File: config.mk
export PLATFORM = sky130hd
export DESIGN_NAME = ysyx_23060203_ifu
export DESIGN_NICKNAME = d
export VERILOG_FILES = /design/src/rtl/ysyx_23060203_ifu.sv
export SDC_FILE = /design/constraint.sdc
export NUM_CORES = 1
export LEC_CHECK = 0
export CORE_MARGIN = 8
export CORE_UTILIZATION = 25
export DETAILED_ROUTE_END_ITERATION = 12
export GPL_ROUTABILITY_DRIVEN = 0
export GPL_TIMING_DRIVEN = 0
export SLEW_MARGIN = 20
export SYNTH_ARGS = -nofsm -noshare
export SYNTH_HDL_FRONTEND = slang
export SYNTH_SLANG_ARGS = --single-unit
File: constraint.sdc
create_clock -name clk -period 3.56 [get_ports clk]
set_input_delay 1.068 -clock clk [delete_from_list [all_inputs] [get_ports clk]]
set_output_delay 1.068 -clock clk [all_outputs]
set_load 0.05 [all_outputs]
File: src/rtl/ysyx_23060203_ifu.sv
// ysyx_23060203_ifu: instruction fetch unit, one outstanding AR/R read, valid/ready to decode,
// redirects from execute discard any fetch already in flight.
`default_nettype none

module ysyx_23060203_ifu #(
   parameter logic [31:0] RESET_PC = 32'h8000_0000
) (
   input  logic        clk,
   input  logic        rstn,
   output logic        mem_arvalid,
   output logic [31:0] mem_araddr,
   input  logic        mem_arready,
   input  logic        mem_rvalid,
   input  logic [31:0] mem_rdata,
   output logic        mem_rready,
   output logic        inst_valid,
   output logic [31:0] inst,
   output logic [31:0] pc,
   input  logic        inst_ready,
   input  logic        jmp_valid,
   input  logic [31:0] jmp_addr
);

   localparam logic [1:0] S_IDLE = 2'd0;
   localparam logic [1:0] S_REQ  = 2'd1;
   localparam logic [1:0] S_WAIT = 2'd2;
   localparam logic [1:0] S_OUT  = 2'd3;

   logic [1:0]  state_q,    state_d;
   logic [31:0] fetch_pc_q, fetch_pc_d;
   logic [31:0] inst_q,     inst_d;
   logic [31:0] pc_q,       pc_d;
   logic [31:0] next_pc_q,  next_pc_d;
   logic        flush_q,    flush_d;
   logic [31:0] jmp_tgt;

   assign jmp_tgt = {jmp_addr[31:2], 2'b00};

   always_comb begin
      state_d    = state_q;
      fetch_pc_d = fetch_pc_q;
      inst_d     = inst_q;
      pc_d       = pc_q;
      next_pc_d  = next_pc_q;
      flush_d    = flush_q;
      case (state_q)
         S_IDLE: begin
            if (jmp_valid) fetch_pc_d = jmp_tgt;
            state_d = S_REQ;
         end
         S_REQ: begin
            // The address must stay stable on AR, so a redirect here only arms the flush.
            if (jmp_valid) begin
               flush_d   = 1'b1;
               next_pc_d = jmp_tgt;
            end
            if (mem_arready) state_d = S_WAIT;
         end
         S_WAIT: begin
            if (mem_rvalid) begin
               if (jmp_valid) begin
                  flush_d    = 1'b0;
                  fetch_pc_d = jmp_tgt;
                  state_d    = S_REQ;
               end else if (flush_q) begin
                  flush_d    = 1'b0;
                  fetch_pc_d = next_pc_q;
                  state_d    = S_REQ;
               end else begin
                  inst_d  = mem_rdata;
                  pc_d    = fetch_pc_q;
                  state_d = S_OUT;
               end
            end else if (jmp_valid) begin
               flush_d   = 1'b1;
               next_pc_d = jmp_tgt;
            end
         end
         default: begin
            // A redirect overrides the sequential +4 even when decode accepts this cycle.
            if (jmp_valid) begin
               fetch_pc_d = jmp_tgt;
               state_d    = S_REQ;
            end else if (inst_ready) begin
               fetch_pc_d = pc_q + 32'd4;
               state_d    = S_REQ;
            end
         end
      endcase
   end

   always_ff @(posedge clk or negedge rstn) begin
      if (!rstn) begin
         state_q    <= S_IDLE;
         fetch_pc_q <= RESET_PC;
         inst_q     <= 32'd0;
         pc_q       <= 32'd0;
         next_pc_q  <= 32'd0;
         flush_q    <= 1'b0;
      end else begin
         state_q    <= state_d;
         fetch_pc_q <= fetch_pc_d;
         inst_q     <= inst_d;
         pc_q       <= pc_d;
         next_pc_q  <= next_pc_d;
         flush_q    <= flush_d;
      end
   end

   assign mem_arvalid = (state_q == S_REQ);
   assign mem_araddr  = fetch_pc_q;
   assign mem_rready  = (state_q == S_WAIT);
   assign inst_valid  = (state_q == S_OUT);
   assign inst        = inst_q;
   assign pc          = pc_q;

endmodule

`default_nettype wire

==> impl_metrics.sql <==
INSERT INTO impl_metrics (metric_group, metric, value, unit) VALUES
('synth', 'mux_share_of_post_synthesis_cell_area', '0.199', ''),
('floorplanning', 'core.rowCount', '59', ''),
('power', 'switching_power_share_of_the_total', '0.463', ''),
('worst_setup_path', 'cp_cell_sequence', 'inv_1, ha_1, clkdlybuf4s50_1', ''),
('detailed_routing', 'post_drt_via_cell_ratio', '4.77', ''),
('detailed_routing', 'drtAntennaViolNets', '0', ''),
('synth', 'yosys.cell_count.top_type', 'sky130_fd_sc_hd__dfrtp_1', ''),
('worst_setup_path', 'critPathRequiredTime', '2.49', 'ns'),
('synth', 'ys_async_sr_fraction', '1.00', ''),
('detailed_routing', 'drt-pass1-iter-count', '5', ''),
('finish', 'final_layout_size_suffix_gt1_frac', '0.255', ''),
('synth', 'synth.distinct_cells', '51', ''),
('power', 'leakagePower', '3.81', 'nW'),
('sta', 'worst_hold_slack', '0.500', 'ns'),
('place', 'half_perimeter_wire_length_after_placement', '16100', 'µm'),
('global_route', 'largest_net_degree_at_the_start_of_global_routing', '83', ''),
('worst_setup_path', 'worst-r2r-setup-slack', '1.11', 'ns'),
('sta', 'final.period_utilization', '0.912', ''),
('synth', 'ys_seq_elements', '131', ''),
('place', 'port_buffers', '165', ''),
('clock_tree', 'cts-buffers-inserted', '17', ''),
('worst_setup_path', 'cp_top_family', 'buffers and inverters', ''),
('worst_setup_path', 'worst-endpoint-arrival', '2.18', 'ns'),
('synth', 'yosys.area_share.adder', '0.0115', ''),
('global_route', 'track_usage', '0.136', ''),
('sta', 'maxSlewViolCount', '0', ''),
('floorplanning', 'floorplan.initialDensity', '0.252', ''),
('power', 'power.switching', '0.00438', 'W'),
('clock_tree', 'cts_post_setup_buffers_inserted', '0', ''),
('detailed_routing', 'route.detailed.drc', '0', ''),
('global_route', 'overflow', '0', ''),
('synth', 'synth_sequential_area_ratio', '0.504', ''),
('finish', 'num_antenna_cells', '0', ''),
('status', 'run_status', 'finished, final reports clean', ''),
('power', 'p_per_area', '1030', 'nW/µm²'),
('worst_setup_path', 'timing.setup.critical_path_class', 'flop to primary output', ''),
('finish', 'nets', '798', ''),
('sta', 'finalSetupViolations', '0', ''),
('finish', 'layoutNonFillerInstCount', '1068', ''),
('clock_tree', 'htreeDepth', '4', ''),
('global_route', 'initial_antenna_violation_count', '2', ''),
('sta', 'maxSlewHeadroom', '0.491', ''),
('floorplanning', 'io_pins', '169', ''),
('clock_tree', 'hold_buffers', '0', ''),
('sta', 'setup_slack', '0.313', 'ns'),
('clock_tree', 'cts-root-to-sink-buffers', '2', ''),
('synth', 'synth_warnings', '0', ''),
('power', 'clkPwrFrac', '0.179', ''),
('synth', 'synth_xor_area_frac', '0.0282', ''),
('synth', 'synth_area_per_cell', '12.1', 'µm²'),
('floorplanning', 'die-width', '177', 'µm'),
('sta', 'period_minus_slack', '3.25', 'ns'),
('synth', 'synth_top_cell_area_share', '0.500', ''),
('power', 'internal_power', '0.00507', 'W'),
('synth', 'syn-num-nets', '613', ''),
('detailed_routing', 'vias', '5098', ''),
('synth', 'synth_compound_area_frac', '0.127', ''),
('synth', 'largest_family_of_logic_cells_by_synthesized_area', 'multiplexers', ''),
('clock_tree', 'cts_tree', 'done', ''),
('clock_tree', 'clk_transition_reported_paths', '0.06', 'ns'),
('global_route', 'via_count_of_the_first_global_routing_pass', '5226', ''),
('detailed_routing', 'first_iter_violations', '325', ''),
('sta', 'tightest_slew', '0.755', 'ns'),
('min_path', 'min-delay-path-class', 'flop to flop', ''),
('power', 'peakVddDrop', '567', 'µV'),
('finish', 'area_growth', '40.8', '%'),
('detailed_routing', 'avgRoutedWirePerCell', '20.1', 'µm'),
('synth', 'synth_area_leader_cell', 'sky130_fd_sc_hd__dfrtp_1', ''),
('sta', 'post_route_clock_skew', '0.0108', 'ns'),
('sta', 'hold_violations', '0', ''),
('synth', 'yosys-top-cells-area', 'sky130_fd_sc_hd__dfrtp_1 (50%), sky130_fd_sc_hd__mux2_2 (19%), sky130_fd_sc_hd__a221oi_2 (3.7%)', '');
[routing by layer]
layer	part of all wire	up-vias	track usage
li1	-	2373	-
met1	0.45	2566	0.176
met2	0.48	136	0.214
met3	0.058	19	0.0409
met4	0.014	4	0.0452
met5	0.0013	-	0
[placed cells by master, fill, tap and decap left out, types with 3 or more instances in the layout]
cell and instances:
sky130_fd_sc_hd__buf_1 3, sky130_fd_sc_hd__nor2_1 30, sky130_fd_sc_hd__nand3_1 7, sky130_fd_sc_hd__nor3_1 10
sky130_fd_sc_hd__nand4_1 14, sky130_fd_sc_hd__o31a_1 4, sky130_fd_sc_hd__a21o_1 4, sky130_fd_sc_hd__xnor2_1 10
sky130_fd_sc_hd__a22o_1 4, sky130_fd_sc_hd__o22ai_1 4, sky130_fd_sc_hd__clkinv_2 4, sky130_fd_sc_hd__nor4_1 5
sky130_fd_sc_hd__buf_6 3, sky130_fd_sc_hd__dfrtp_1 130, sky130_fd_sc_hd__clkbuf_16 17, sky130_fd_sc_hd__o21ai_1 4
sky130_fd_sc_hd__mux2i_1 7, sky130_fd_sc_hd__a221oi_2 16, sky130_fd_sc_hd__clkdlybuf4s50_1 164, sky130_fd_sc_hd__a21oi_1 21
sky130_fd_sc_hd__nand2_1 25, sky130_fd_sc_hd__o211ai_1 7, sky130_fd_sc_hd__a221oi_1 6, sky130_fd_sc_hd__o21ai_0 18
sky130_fd_sc_hd__and3_1 3, sky130_fd_sc_hd__and2_1 4, sky130_fd_sc_hd__ha_1 6, sky130_fd_sc_hd__mux2_2 109
sky130_fd_sc_hd__and4_1 5, sky130_fd_sc_hd__buf_2 17, sky130_fd_sc_hd__buf_4 5, sky130_fd_sc_hd__xor2_1 11
sky130_fd_sc_hd__clkbuf_1 8, sky130_fd_sc_hd__a22oi_1 8, sky130_fd_sc_hd__clkbuf_8 5, sky130_fd_sc_hd__inv_1 7
[power by group through the flow]
stage	combinational (W)	clock [W]	sequential, W
finish	0.00498	0.00170	0.00277
global route	0.00526	0.00180	0.00287
CTS	0.00504	0.00174	0.00277
detailed placement	0.00502	0	0.00279
global placement	0.00498	0	0.00276
floorplan	0.00167	0	0.00432
[cell families (layout without fill, tap and decap cells)]
logic type                 after synthesis  after routing
adders and majority gates                6              6
xor gates and xnor gates                21             21
DFF                                    131            131
muxes                                  116            116
buffers and inverters                   40            236
and+or+nand+nor                        117            117
AOI/OAI and AO/OA                      106            106
[worst register-to-register path: stages (launching register included)]
cell and delay [ns]:
sky130_fd_sc_hd__dfrtp_1 0.42, sky130_fd_sc_hd__inv_1 0.09, sky130_fd_sc_hd__ha_1 0.26, sky130_fd_sc_hd__buf_2 0.20
sky130_fd_sc_hd__nor3_1 0.23, sky130_fd_sc_hd__nand2_1 0.17, sky130_fd_sc_hd__and2_1 0.18, sky130_fd_sc_hd__buf_6 0.14
sky130_fd_sc_hd__buf_6 0.15, sky130_fd_sc_hd__a221oi_2 0.34, sky130_fd_sc_hd__a21oi_1 0.12
[worst paths after layout]
kind,to,startpoint,cells past startpoint
max,mem_arvalid,state_q[1],3
min in group asynchronous,inst[6],rstn,1
max reg2reg,mem_araddr[26],state_q[0],10
max in group asynchronous,mem_araddr[31],rstn,2
min reg2reg,next_pc_q[18],next_pc_q[18],1
min,next_pc_q[18],next_pc_q[18],1
[cell type report]
cell class	instances	area [µm²]
fill	2569	16700
clock inverter	5	50.0
clock buffer	25	505
timing repair buffer	166	1680
multi-input combinational	366	3020
buffer	33	186
inverter	7	26.3
tap	335	419
sequential	131	3280
[flip-flops by register name, summed over array words and instances (netlist names)]
| register | flops |
|---|---|
| next_pc_q | 32 |
| mem_araddr | 32 |
| pc | 32 |
| state_q | 2 |
| flush_q | 1 |
| inst | 32 |
[per-stage QoR]
step,util,area [µm²],power [W]
global placement,0.332,8580,0.00774
floorplan,-,6510,0.00599
global route,0.355,9170,0.00993
detailed placement,0.333,8610,0.00781
finish,0.355,9170,0.00945
CTS,0.355,9170,0.00955
Power figures use the tool's default switching activity.
